==> src/rtl/au_ptr_pkg.sv <==
// au_ptr_pkg
//  Shared constants and types for the AU-4 pointer generator.
//  Holds the H1/H2 flag nibbles, SS bits, fixed fill bytes, pointer range,
//  the row-4 slot classification enum and the per-channel pointer FSM enum.
//  Optional AIS support in the users of this package is enabled by the
//  macro AU_PTRGEN_AIS_EN; nothing in the package depends on it.
package au_ptr_pkg;

   localparam logic [3:0] H1_NORM = 4'b0110;
   localparam logic [3:0] H1_NDF  = 4'b1001;
   localparam logic [1:0] SS_AU4  = 2'b10;
   localparam logic [7:0] Y_BYTE  = 8'h9B;
   localparam logic [7:0] FF_BYTE = 8'hFF;
   localparam logic [7:0] H3_BYTE = 8'h00;
   localparam logic [9:0] PTR_MAX = 10'd782;
   localparam logic [9:0] PTR_RST = 10'd522;

   // I bits are D9,D7,D5,D3,D1 and D bits are D8,D6,D4,D2,D0 of the pointer
   localparam logic [9:0] I_MASK  = 10'h2AA;
   localparam logic [9:0] D_MASK  = 10'h155;

   typedef enum logic [2:0] {
      SL_H1,
      SL_Y,
      SL_H2,
      SL_FF,
      SL_H3
   } slot_t;

   typedef enum logic [1:0] {
      ST_NORM,
      ST_INC,
      ST_DEC,
      ST_NDF
   } chst_t;

   // Map a row-4 slot number 0..8 onto the kind of byte it carries
   function automatic slot_t slot_kind(input logic [3:0] slot);
      slot_t k;
      case (slot)
         4'd0:       k = SL_H1;
         4'd1, 4'd2: k = SL_Y;
         4'd3:       k = SL_H2;
         4'd4, 4'd5: k = SL_FF;
         default:    k = SL_H3;
      endcase
      return k;
   endfunction

endpackage

==> src/rtl/au_ptr_ch.sv <==
// au_ptr_ch
//  One AU-4 pointer channel: sticky justification/NDF requests, the
//  event-spacing counter, the NORM/INC/DEC/NDF state machine and the
//  current pointer. Produces this channel's H1/H2 bytes and its flags.
//  Optional: AU_PTRGEN_AIS_EN adds the ais input.
// Ports
//  clk19, rst_n        clock, asynchronous active-low reset
//  txsof               frame start: pending requests evaluated here
//  ptr_new             NDF pointer, captured whenever ld_req is high
//  ld_req/inc_req/dec_req  request strobes, held sticky until txsof
//  ais                 (AU_PTRGEN_AIS_EN only) channel in AIS
//  req_ack/req_rej     one-cycle result pulses after an evaluating txsof
//  ptr_cur             current active pointer
//  h1_byte/h2_byte     pointer word bytes for the current frame
//  pstuff              positive stuff frame
//  dec_on              negative stuff frame (H3 carries payload)
module au_ptr_ch
   import au_ptr_pkg::*;
#(
   parameter int SPACING = 3
) (
   input  logic       clk19,
   input  logic       rst_n,
   input  logic       txsof,
   input  logic [9:0] ptr_new,
   input  logic       ld_req,
   input  logic       inc_req,
   input  logic       dec_req,
`ifdef AU_PTRGEN_AIS_EN
   input  logic       ais,
`endif
   output logic       req_ack,
   output logic       req_rej,
   output logic [9:0] ptr_cur,
   output logic [7:0] h1_byte,
   output logic [7:0] h2_byte,
   output logic       pstuff,
   output logic       dec_on
);

   localparam int CW = (SPACING > 0) ? $clog2(SPACING + 1) : 1;
   localparam logic [CW-1:0] CNT_SAT = CW'(SPACING);

   chst_t         st, st_nxt;
   logic [CW-1:0] cnt, cnt_nxt;
   logic [9:0]    ptr_nxt, ptr_lat, dword;
   logic [3:0]    nnnn;
   logic          ld_st, inc_st, dec_st;
   logic          ack_nxt, rej_nxt, ev;
   logic          ais_hold, ais_ndf;

`ifdef AU_PTRGEN_AIS_EN
   logic ais_prev, ais_ndf_q;

   // Remember a falling edge of ais so the next frame start forces an NDF
   // that re-announces the unchanged pointer to the far end.
   always_ff @(posedge clk19 or negedge rst_n) begin
      if (!rst_n) begin
         ais_prev  <= 1'b0;
         ais_ndf_q <= 1'b0;
      end else begin
         ais_prev  <= ais;
         ais_ndf_q <= (ais_ndf_q & ~txsof) | (ais_prev & ~ais);
      end
   end

   assign ais_hold = ais;
   assign ais_ndf  = ais_ndf_q;
`else
   assign ais_hold = 1'b0;
   assign ais_ndf  = 1'b0;
`endif

   // Requests stay pending until the next frame start. A request arriving on
   // the txsof cycle itself survives the clear and waits for the next frame.
   always_ff @(posedge clk19 or negedge rst_n) begin
      if (!rst_n) begin
         ld_st   <= 1'b0;
         inc_st  <= 1'b0;
         dec_st  <= 1'b0;
         ptr_lat <= PTR_RST;
      end else begin
         ld_st  <= ld_req  | (ld_st  & ~txsof);
         inc_st <= inc_req | (inc_st & ~txsof);
         dec_st <= dec_req | (dec_st & ~txsof);
         if (ld_req)
            ptr_lat <= ptr_new;
      end
   end

   // State, pointer, spacing counter and result pulses.
   always_ff @(posedge clk19 or negedge rst_n) begin
      if (!rst_n) begin
         st      <= ST_NORM;
         ptr_cur <= PTR_RST;
         cnt     <= CNT_SAT;
         req_ack <= 1'b0;
         req_rej <= 1'b0;
      end else begin
         st      <= st_nxt;
         ptr_cur <= ptr_nxt;
         cnt     <= cnt_nxt;
         req_ack <= ack_nxt;
         req_rej <= rej_nxt;
      end
   end

   // Frame-start evaluation. A finishing INC/DEC frame applies its pointer
   // step first; an NDF accepted on the same txsof overrides that step.
   // Only an accepted event (or AIS release NDF) restarts the spacing count.
   always_comb begin
      st_nxt  = st;
      ptr_nxt = ptr_cur;
      cnt_nxt = cnt;
      ack_nxt = 1'b0;
      rej_nxt = 1'b0;
      ev      = 1'b0;
      if (txsof) begin
         st_nxt = ST_NORM;
         if (st == ST_INC)
            ptr_nxt = (ptr_cur == PTR_MAX) ? 10'd0 : ptr_cur + 10'd1;
         else if (st == ST_DEC)
            ptr_nxt = (ptr_cur == 10'd0) ? PTR_MAX : ptr_cur - 10'd1;

         if (ais_hold) begin
            rej_nxt = ld_st | inc_st | dec_st;
         end else if (ais_ndf) begin
            st_nxt  = ST_NDF;
            ev      = 1'b1;
            rej_nxt = ld_st | inc_st | dec_st;
         end else if (ld_st) begin
            if (ptr_lat <= PTR_MAX) begin
               st_nxt  = ST_NDF;
               ptr_nxt = ptr_lat;
               ev      = 1'b1;
               ack_nxt = 1'b1;
            end else begin
               rej_nxt = 1'b1;
            end
         end else if (inc_st && dec_st) begin
            rej_nxt = 1'b1;
         end else if (inc_st || dec_st) begin
            if (cnt == CNT_SAT) begin
               st_nxt  = inc_st ? ST_INC : ST_DEC;
               ev      = 1'b1;
               ack_nxt = 1'b1;
            end else begin
               rej_nxt = 1'b1;
            end
         end

         if (ev)
            cnt_nxt = '0;
         else if (cnt != CNT_SAT)
            cnt_nxt = cnt + CW'(1);
      end
   end

   // H1/H2 word NNNN SS D9..D0 with the I or D bits inverted during a
   // justification frame.
   always_comb begin
      nnnn  = H1_NORM;
      dword = ptr_cur;
      case (st)
         ST_INC:  dword = ptr_cur ^ I_MASK;
         ST_DEC:  dword = ptr_cur ^ D_MASK;
         ST_NDF:  nnnn  = H1_NDF;
         default: dword = ptr_cur;
      endcase
      h1_byte = {nnnn, SS_AU4, dword[9:8]};
      h2_byte = dword[7:0];
   end

   assign pstuff = (st == ST_INC);
   assign dec_on = (st == ST_DEC);

endmodule

==> src/rtl/au_ptrgen_nch.sv <==
// au_ptrgen_nch
//  AU-4 pointer generator for the STM-N row-4 H1..H3 field with NCH
//  byte-interleaved AU-4s. Walks the 9*NCH pointer bytes in STM-N order and
//  muxes each channel's H1/H2, the Y and FF fill and H3 into a registered byte.
//  Optional: AU_PTRGEN_AIS_EN adds input ais[NCH].
// Ports
//  clk19, rst_n    clock, asynchronous active-low reset
//  txsof           frame start; clears position, evaluates requests
//  en              emit the byte at the current position and advance
//  ptr_new         10 bits per channel, NDF pointer
//  ld_req/inc_req/dec_req  per-channel request strobes
//  req_ack/req_rej per-channel result pulses
//  ptr_cur         10 bits per channel, active pointer
//  wdat/wvalid     registered pointer byte and its valid
//  h3_data         with wvalid: this H3 byte carries payload
//  pstuff          per-channel positive stuff frame
module au_ptrgen_nch
   import au_ptr_pkg::*;
#(
   parameter int NCH     = 1,
   parameter int SPACING = 3
) (
   input  logic              clk19,
   input  logic              rst_n,
   input  logic              txsof,
   input  logic              en,
   input  logic [10*NCH-1:0] ptr_new,
   input  logic [NCH-1:0]    ld_req,
   input  logic [NCH-1:0]    inc_req,
   input  logic [NCH-1:0]    dec_req,
`ifdef AU_PTRGEN_AIS_EN
   input  logic [NCH-1:0]    ais,
`endif
   output logic [NCH-1:0]    req_ack,
   output logic [NCH-1:0]    req_rej,
   output logic [10*NCH-1:0] ptr_cur,
   output logic [7:0]        wdat,
   output logic              wvalid,
   output logic              h3_data,
   output logic [NCH-1:0]    pstuff
);

   localparam int CHW = (NCH > 1) ? $clog2(NCH) : 1;
   localparam logic [CHW-1:0] CH_LAST = CHW'(NCH - 1);

   logic [CHW-1:0]   ch;
   logic [3:0]       slot;
   logic             framed, emit;
   logic [8*NCH-1:0] h1_all, h2_all;
   logic [NCH-1:0]   dec_all, ais_all;
   logic [7:0]       byte_nxt;
   logic             h3_nxt;
   int               sel;

`ifdef AU_PTRGEN_AIS_EN
   assign ais_all = ais;
`else
   assign ais_all = '0;
`endif

   for (genvar g = 0; g < NCH; g++) begin : g_ch
      au_ptr_ch #(
         .SPACING (SPACING)
      ) u_ch (
         .clk19   (clk19),
         .rst_n   (rst_n),
         .txsof   (txsof),
         .ptr_new (ptr_new[g*10 +: 10]),
         .ld_req  (ld_req[g]),
         .inc_req (inc_req[g]),
         .dec_req (dec_req[g]),
`ifdef AU_PTRGEN_AIS_EN
         .ais     (ais[g]),
`endif
         .req_ack (req_ack[g]),
         .req_rej (req_rej[g]),
         .ptr_cur (ptr_cur[g*10 +: 10]),
         .h1_byte (h1_all[g*8 +: 8]),
         .h2_byte (h2_all[g*8 +: 8]),
         .pstuff  (pstuff[g]),
         .dec_on  (dec_all[g])
      );
   end

   // Bytes are only emitted once a frame start has been seen since reset,
   // and never on the txsof cycle itself, which only rewinds the position.
   assign emit = en & framed & ~txsof;

   // Position walks channel-fastest; the last position of the field is
   // sticky so surplus enables repeat the final H3 byte.
   always_ff @(posedge clk19 or negedge rst_n) begin
      if (!rst_n) begin
         ch     <= '0;
         slot   <= 4'd0;
         framed <= 1'b0;
      end else begin
         framed <= framed | txsof;
         if (txsof) begin
            ch   <= '0;
            slot <= 4'd0;
         end else if (en) begin
            if (ch == CH_LAST) begin
               if (slot != 4'd8) begin
                  ch   <= '0;
                  slot <= slot + 4'd1;
               end
            end else begin
               ch <= ch + CHW'(1);
            end
         end
      end
   end

   // Select the byte for the current position; AIS overwrites the H1, H2
   // and H3 bytes of its channel with all-ones but leaves the Y bytes alone.
   always_comb begin
      sel      = int'(ch);
      byte_nxt = H3_BYTE;
      h3_nxt   = 1'b0;
      case (slot_kind(slot))
         SL_H1: byte_nxt = ais_all[sel] ? FF_BYTE : h1_all[sel*8 +: 8];
         SL_Y:  byte_nxt = Y_BYTE;
         SL_H2: byte_nxt = ais_all[sel] ? FF_BYTE : h2_all[sel*8 +: 8];
         SL_FF: byte_nxt = FF_BYTE;
         SL_H3: begin
            byte_nxt = ais_all[sel] ? FF_BYTE : H3_BYTE;
            h3_nxt   = dec_all[sel] & ~ais_all[sel];
         end
         default: byte_nxt = H3_BYTE;
      endcase
   end

   // Output register: one cycle of latency from en to wdat/wvalid.
   always_ff @(posedge clk19 or negedge rst_n) begin
      if (!rst_n) begin
         wdat    <= 8'h00;
         wvalid  <= 1'b0;
         h3_data <= 1'b0;
      end else begin
         wvalid  <= emit;
         h3_data <= emit & h3_nxt;
         if (emit)
            wdat <= byte_nxt;
      end
   end

endmodule

==> config.mk <==
export PLATFORM = sky130hd
export DESIGN_NAME = au_ptrgen_nch
export DESIGN_NICKNAME = d
export VERILOG_FILES = /design/src/rtl/au_ptr_pkg.sv /design/src/rtl/au_ptr_ch.sv /design/src/rtl/au_ptrgen_nch.sv
export SDC_FILE = /design/constraint.sdc
export NUM_CORES = 1
export LEC_CHECK = 0
export ABC_AREA = 1
export ABC_CLOCK_PERIOD_IN_PS = 1900
export CAP_MARGIN = 20
export CORE_UTILIZATION = 42
export DETAILED_ROUTE_END_ITERATION = 8
export HOLD_SLACK_MARGIN = 0.06
export PLACE_DENSITY_LB_ADDON = 0.1
export SLEW_MARGIN = 20
export SYNTH_ARGS = -nofsm -noshare
export SYNTH_HDL_FRONTEND = slang
export SYNTH_SLANG_ARGS = --single-unit
==> constraint.sdc <==
create_clock -name clk19 -period 1.9 [get_ports clk19]
set_clock_uncertainty 0.1 [all_clocks]
set_input_delay 0.475 -clock clk19 [delete_from_list [all_inputs] [get_ports clk19]]
set_output_delay 0.475 -clock clk19 [all_outputs]
set_load 0.02 [all_outputs]
==> results.txt, run 1 <==
WP data required: 1.32 ns
cell breakdown of the critical path: clkdlybuf4s50_1
clock latency on the worst-skew pair: 0.31 ns
Antenna Violating Nets Remaining: 0
placed cells: 527
Post-synth EDFFs: 0
routed wire length: 7.043 mm
main combinational cell family by area after synthesis: simple AND/OR/NAND/NOR gates
final HPWL from detailed placement: 5.532 mm
RD Place Congestion: 0.9188
CP max-delay cell: clkdlybuf4s50_1
worst slew pin tran: 0.3751 ns
IO Count: 40
period utilization: 98.17%
syn nets: 414
Critical Path End Type: output pin
synth warn: 0
clock root buffer: clkbuf_8
RSZ-0062 raised after global routing: true
die height: 83.71 um
FF-to-FF path depth: 9
r2r startpoint: g_ch[0].u_ch.ptr_cur[1]
unique cell type count in the Yosys netlist: 34
Max Cap Violations: 0
run status: completed
number of diodes: 0
Placeable Area: 6386 um^2
Initial Util: 43.91%
crit path max fanout: 3
H-tree levels: 2
WHS: 0.3877 ns
Crit Reg-Reg Endpoint: g_ch[0].u_ch.ptr_cur[2]
leakage: 1.823 nW
Pwr Density: 850.0 nW/um^2
layout cell share with drive strength beyond 1: 18.22%
setup violation total in the final timing report: 0
post-synthesis sequential area ratio: 39.63%
most used flip-flop cell after synthesis: dfrtp_1
Hold Startpoint: wdat[0]
clock slew at reported path FFs: 0.09 ns
Crit path largest cell delay: 0.60 ns
max_slew headroom: 74.99%
syn_area_per_cell: 7.264 um^2
fmax: 0.5361 GHz
Finished Layout Cells: 538
Compound-Gate Fraction of Synth Area: 12.63%
Top delay family on crit path: buffers and inverters
hold endpoint: wdat[0]
synthesized area: 2804 um^2
drt pass-1 iters: 4
Worst R2R Setup Slack: 0.14 ns
Hold Path Class: register to register
Buf+Inv Stages, Crit Path: 1
VDD IR-drop max: 0.4755 mV
Post-Route Utilization: 57.39%
TritonCTS clock tree: done
Vias: 2678
simple-gate portion of the synthesized area: 30.92%
mux cell area share after synthesis: 1.606%
Final Hold Fails: 0
Rows: 29
clk sinks: 44
XOR/XNOR share of the synthesized area: 1.874%
Synth Area in Adders: 4.909%
I/O Buffers: 39
largest net degree at the start of global routing: 19
number of global-route vias before repair: 2570
ys async rst share: 100.0%
Synth Instances: 386
initial antenna violation count: 0
Die Wd: 83.71 um
Via density: 4.978
first-pass GRT wire length: 12.15 mm
drt wl/cell: 13.09 um
met2 Use GR: 35.18%
Seq cells post-synth: 44
busiest grt layer: met2
total power: 3.115 mW
CP arrival: 1.29 ns
Slew Limit Fails: 0
Tot GR Track Use: 21.62%
GR Util met3: 3.759%
Hold Path Depth: 2
crit path kind: register to output pin
Layout area overhead: 30.70%
clk buf depth: 2
met1 Resource Use GR: 29.59%
nets@finish: 488
Layout fillers: 635
total grt overflow: 0
initial drt markers: 255
minimum clock period: 1.865 ns
clock buffer count from CTS: 5
crit start category: register
DIE AREA: 7007 um^2
DR DRC count: 0
[through the flow]
stage | cell area [um^2] | TNS [ns] | setup WS (ns)
6_report | 3665 | 0 | 0.03477
5_1_grt | 3665 | -0.0007498 | -0.0007498
4_1_cts | 3603 | 0 | 0.007731
3_5_place_dp | 3502 | -0.4905 | -0.1262
3_3_place_gp | 3502 | -0.06441 | -0.02144
2_1_floorplan | 2805 | 0 | 0.006456
[layer usage]
layer | vias to the layer above | part of all wire [%] | wire length, um
met4 | 0 | 1.5 | 104
met3 | 10 | 4.7 | 330
met1 | 1222 | 47 | 3323
li1 | 1388 | - | -
met2 | 58 | 47 | 3284
met5 | - | 0 | 0
[cells in the final DEF, fill, tap and decap left out, types with 3 or more instances in the layout]
cell	instances
a21oi_1	14
nor3_4	3
ha_1	10
o21ai_1	4
nor2_1	34
nor2_4	4
inv_1	38
dlygate4sd2_1	5
mux2_2	4
nand2_1	112
nor3_1	3
clkbuf_8	6
clkdlybuf4s50_1	30
o21ai_0	37
inv_2	7
nand3_1	34
dfrtp_1	35
dfstp_2	8
buf_4	36
xor2_1	5
[final cells by class]
cell class                 count  area (um^2)  share of cell area (%)
clock inverter                 2        13.76                  0.3756
clock buffer                   6        82.58                   2.253
inverter                      47        176.4                   4.814
tap                           77        96.34                   2.629
timing repair buffer          77        685.7                   18.71
multi-input combinational    285         1498                   40.87
sequential                    44         1112                   30.35
[what timing repair did]
action / CTS / global route
endpoints found under the hold margin: 8 / 0
gates resized for setup: 9 / 19
setup buffers: 0 / 2
setup endpoints to repair: 7 / 16
hold buffers: 1 / 0
cloned: 0 / 0
[worst max-delay path by stage]
stage                                  startpoint                       to  depth (start not counted)
after floorplan           g_ch[0].u_ch.ptr_cur[0]  g_ch[0].u_ch.ptr_cur[0]                         12
after global placement                      txsof                  wdat[7]                          6
after detailed placement                    txsof                  h3_data                          5
after CTS                      g_ch[0].u_ch.st[0]  g_ch[0].u_ch.ptr_cur[5]                         11
after global routing                      slot[0]                  wdat[4]                         10
final                     g_ch[0].u_ch.ptr_cur[7]               ptr_cur[7]                          1
[cells by family after synthesis]
| group | Yosys count |
|---|---|
| DFF | 44 |
| AOI/OAI and AO/OA | 65 |
| and+or+nand+nor | 199 |
| adders and majority gates | 11 |
| buffers and inverters | 57 |
| xor gates and xnor gates | 6 |
| muxes | 4 |
[state kept, by name, indices dropped and copies added (netlist names), 2 cells and up]
name,flops
g_ch.u_ch.ptr_lat,10
slot,4
g_ch.u_ch.st,2
wdat,8
g_ch.u_ch.ptr_cur,10
g_ch.u_ch.cnt,2
[Yosys cell counts, types with 4 or more instances]
library cell  count  area share, %
nor2_2            5            1.1
nand3_1          34            6.1
inv_1            43            5.8
a21oi_1          14            2.5
clkbuf_1          4           0.54
ha_1             11            4.9
nor2_1           35            4.7
mux2_2            4            1.6
nand2_1         113             15
o21ai_0          41            7.3
xor2_1            5            1.6
dfstp_2           8            7.5
dfrtp_1          36             32
[power breakdown]
group | internal, mW | total [mW] | switching [mW]
sequential | 1.10 | 1.19 | 0.0972
clock | 0.298 | 0.650 | 0.352
combinational | 0.527 | 1.27 | 0.744
[worst register-to-register path, cell delays in order (launching register included)]
cell and delay, ns:
dfstp_2 0.55, buf_4 0.15, ha_1 0.15, nand3_1 0.08, nor2_2 0.13, a21oi_4 0.11
o21ai_0 0.09, nand3_1 0.11, nand2_1 0.09, o21ai_0 0.09
Power figures use the tool's default switching activity.
==> run 2: changes to the inputs <==
--- a/config.mk
+++ b/config.mk
@@ -6,7 +6,6 @@
 export NUM_CORES = 1
 export LEC_CHECK = 0
 export ABC_AREA = 1
-export ABC_CLOCK_PERIOD_IN_PS = 1900
 export CAP_MARGIN = 20
 export CORE_UTILIZATION = 42
 export DETAILED_ROUTE_END_ITERATION = 8
==> constraint.sdc (replaced) <==
create_clock -name clk19 -period 1.8 [get_ports clk19]
set_clock_uncertainty 0.1 [all_clocks]
set_input_delay 0.45 -clock clk19 [delete_from_list [all_inputs] [get_ports clk19]]
set_output_delay 0.45 -clock clk19 [all_outputs]
set_load 0.02 [all_outputs]
==> run 2 against run 1 <==
The flow now finishes with violations (negative setup slack). Design area rose by 6.2%. Sequential power rose by 8%. Routed wire length rose by 4.3%. Highest routed layer unchanged. Via count rose by 4.7%. Clock-buffer cell count rose by 1. Combinational power rose by 15%.
==> results.txt, run 2 (synthesized netlist as in run 1, its figures left out) <==
run status: finished with violations (was completed)
failing checks: negative setup slack
total grt overflow: 0 (unchanged)
clock root buffer: clkbuf_8 (unchanged)
Final Hold Fails: 0 (unchanged)
number of diodes: 0 (unchanged)
Pwr Density: 864.0 nW/um^2 (was 850.0 nW/um^2)
die height: 83.71 um (unchanged)
WP data required: 1.89 ns (was 1.32 ns)
Tot GR Track Use: 21.66% (was 21.62%)
first-pass GRT wire length: 12.10 mm (was 12.15 mm)
initial drt markers: 143 (was 255)
Post-Route Utilization: 60.97% (was 57.39%)
largest net degree at the start of global routing: 45 (was 19)
Die Wd: 83.71 um (unchanged)
VDD IR-drop max: 0.5269 mV (was 0.4755 mV)
DR DRC count: 0 (unchanged)
routed wire length: 7.345 mm (was 7.043 mm)
number of global-route vias before repair: 2618 (was 2570)
nets@finish: 504 (was 488)
Layout area overhead: 38.87% (was 30.70%)
most common cell after layout, fill and taps aside: nand2_1 (unchanged)
H-tree levels: 2 (unchanged)
I/O Buffers: 39 (unchanged)
Placeable Area: 6386 um^2 (unchanged)
Slew Limit Fails: 0 (unchanged)
drt wl/cell: 13.26 um (was 13.09 um)
Critical Path End Type: register (was output pin)
initial antenna violation count: 0 (unchanged)
drt pass-1 iters: 4 (unchanged)
Layout fillers: 607 (was 635)
Max Cap Violations: 0 (unchanged)
layout cell share with drive strength beyond 1: 26.42% (was 18.22%)
IO Count: 40 (unchanged)
most frequent cells in the layout: nand2_1, buf_4, inv_1 (was nand2_1, inv_1, o21ai_0)
clk buf depth: 2 (unchanged)
crit path kind: register to register (was register to output pin)
clock latency on the worst-skew pair: 0.30 ns (was 0.31 ns)
WHS: 0.3835 ns (was 0.3877 ns)
Finished Layout Cells: 554 (was 538)
DIE AREA: 7007 um^2 (unchanged)
total power: 3.364 mW (was 3.115 mW)
setup violation total in the final timing report: 7 (was 0)
Initial Util: 43.91% (unchanged)
Via density: 5.060 (was 4.978)
crit start category: register (unchanged)
Antenna Violating Nets Remaining: 0 (unchanged)
TritonCTS clock tree: done (unchanged)
Vias: 2803 (was 2678)
crit path max fanout: 5 (was 3)
RD Place Congestion: 0.8621 (was 0.9188)
leakage: 1.982 nW (was 1.823 nW)
worst slew pin tran: 0.3225 ns (was 0.3751 ns)
post-layout worst setup margin: -0.09666 ns (was 0.03477 ns)
minimum clock period: 1.897 ns
fmax: 0.5272 GHz
clock buffer count from CTS: 5 (unchanged)
placed cells: 540 (was 527)
clk sinks: 44 (unchanged)
Rows: 29 (unchanged)
clock slew at reported path FFs: 0.09 ns (about the same)
max_slew headroom: 78.44% (was 74.99%)
RSZ-0062 raised after global routing: true (unchanged)
Post-Place Worst Slack: -0.1351 ns (was -0.1262 ns)
Hold Path Class: register to register (unchanged)
final HPWL from detailed placement: 5.549 mm (was 5.532 mm)
CP arrival: 1.99 ns (was 1.29 ns)
period utilization: 105.4%
largest registers: g_ch.u_ch.ptr_cur x10, g_ch.u_ch.ptr_lat x10, wdat x8 (unchanged)
## run 2: cell types whose count changed in the layout (fill, tap and decap cells not counted), sizes merged
cell | before | now
buf | 38 | 55
clkdlybuf4s50 | 30 | 16
dlygate4sd2 | 5 | 17
clkbuf | 6 | 8
clkdlybuf4s15 | 1 | 0
dlymetal6s2s | 2 | 3
inv | 46 | 45
## run 2: report_power, final
group	internal [mW]	leakage [nW]	switching, mW
clock network	0.278	0.0424	0.345
registers	1.16	0.521	0.118
logic	0.620	1.42	0.844
total	2.06	1.98	1.31
## run 2: routing by layer
layer  global-route usage [%]  share of wire (%)  wire [um]
met3                    3.462                4.7        348
met5                        0                  0          0
met2                    35.55                 47       3449
met4                    5.701                1.3         93
met1                    29.77                 47       3454
## run 2: critical path, stage by stage, from the launching register on
cell	delay (ns)
dfrtp_1	0.40
buf_6	0.13
inv_4	0.05
ha_4	0.16
nand2_4	0.06
nor3_4	0.26
inv_2	0.10
nor2_4	0.16
nor2_4	0.08
o21ai_1	0.08
nand3_1	0.09
nand2_1	0.07
nand2_1	0.05
## run 2: path summary, 6_finish.rpt
| kind | from | slack [ns] | cells past startpoint | endpoint |
|---|---|---|---|---|
| setup / recovery | g_ch[0].u_ch.st[0] | -0.1 | 12 | g_ch[0].u_ch.ptr_cur[4] |
| hold / removal | wdat[1] | 0.38 | 2 | wdat[1] |
| setup reg to reg | g_ch[0].u_ch.st[0] | -0.1 | 12 | g_ch[0].u_ch.ptr_cur[4] |
| hold reg to reg | wdat[1] | 0.38 | 2 | wdat[1] |
| max in group asynchronous | rst_n | 0.77 | 3 | g_ch[0].u_ch.ptr_cur[1] |
| min in group asynchronous | rst_n | 0.56 | 3 | slot[2] |
## run 2: what timing repair did
item / CTS / global route
resized for setup: 30 / 50
pin swaps: 2 / 18
hold buffers: 1 / 0
endpoints found under the hold margin: 36 / 0
endpoints found under the setup margin: 32 / 22
buffers inserted: 2 / 3
## run 2: stage by stage
stage                TNS [ns]  cell area [um^2]
finish                -0.4293              3894
global route           -1.546              3894
CTS                 -0.009801              3732
detailed placement     -1.343              3627
global placement       -1.063              3627
floorplan                   0              2826
## run 2: layout make-up
class                      count  area, um^2  share of cell area (%)
tap                           77       96.34                   2.474
sequential                    44        1114                   28.60
inverter                      47       181.4                   4.659
multi-input combinational    285        1612                   41.39
clock inverter                 1       8.758                  0.2249
timing repair buffer          93       805.8                   20.69
clock buffer                   7       76.32                   1.960
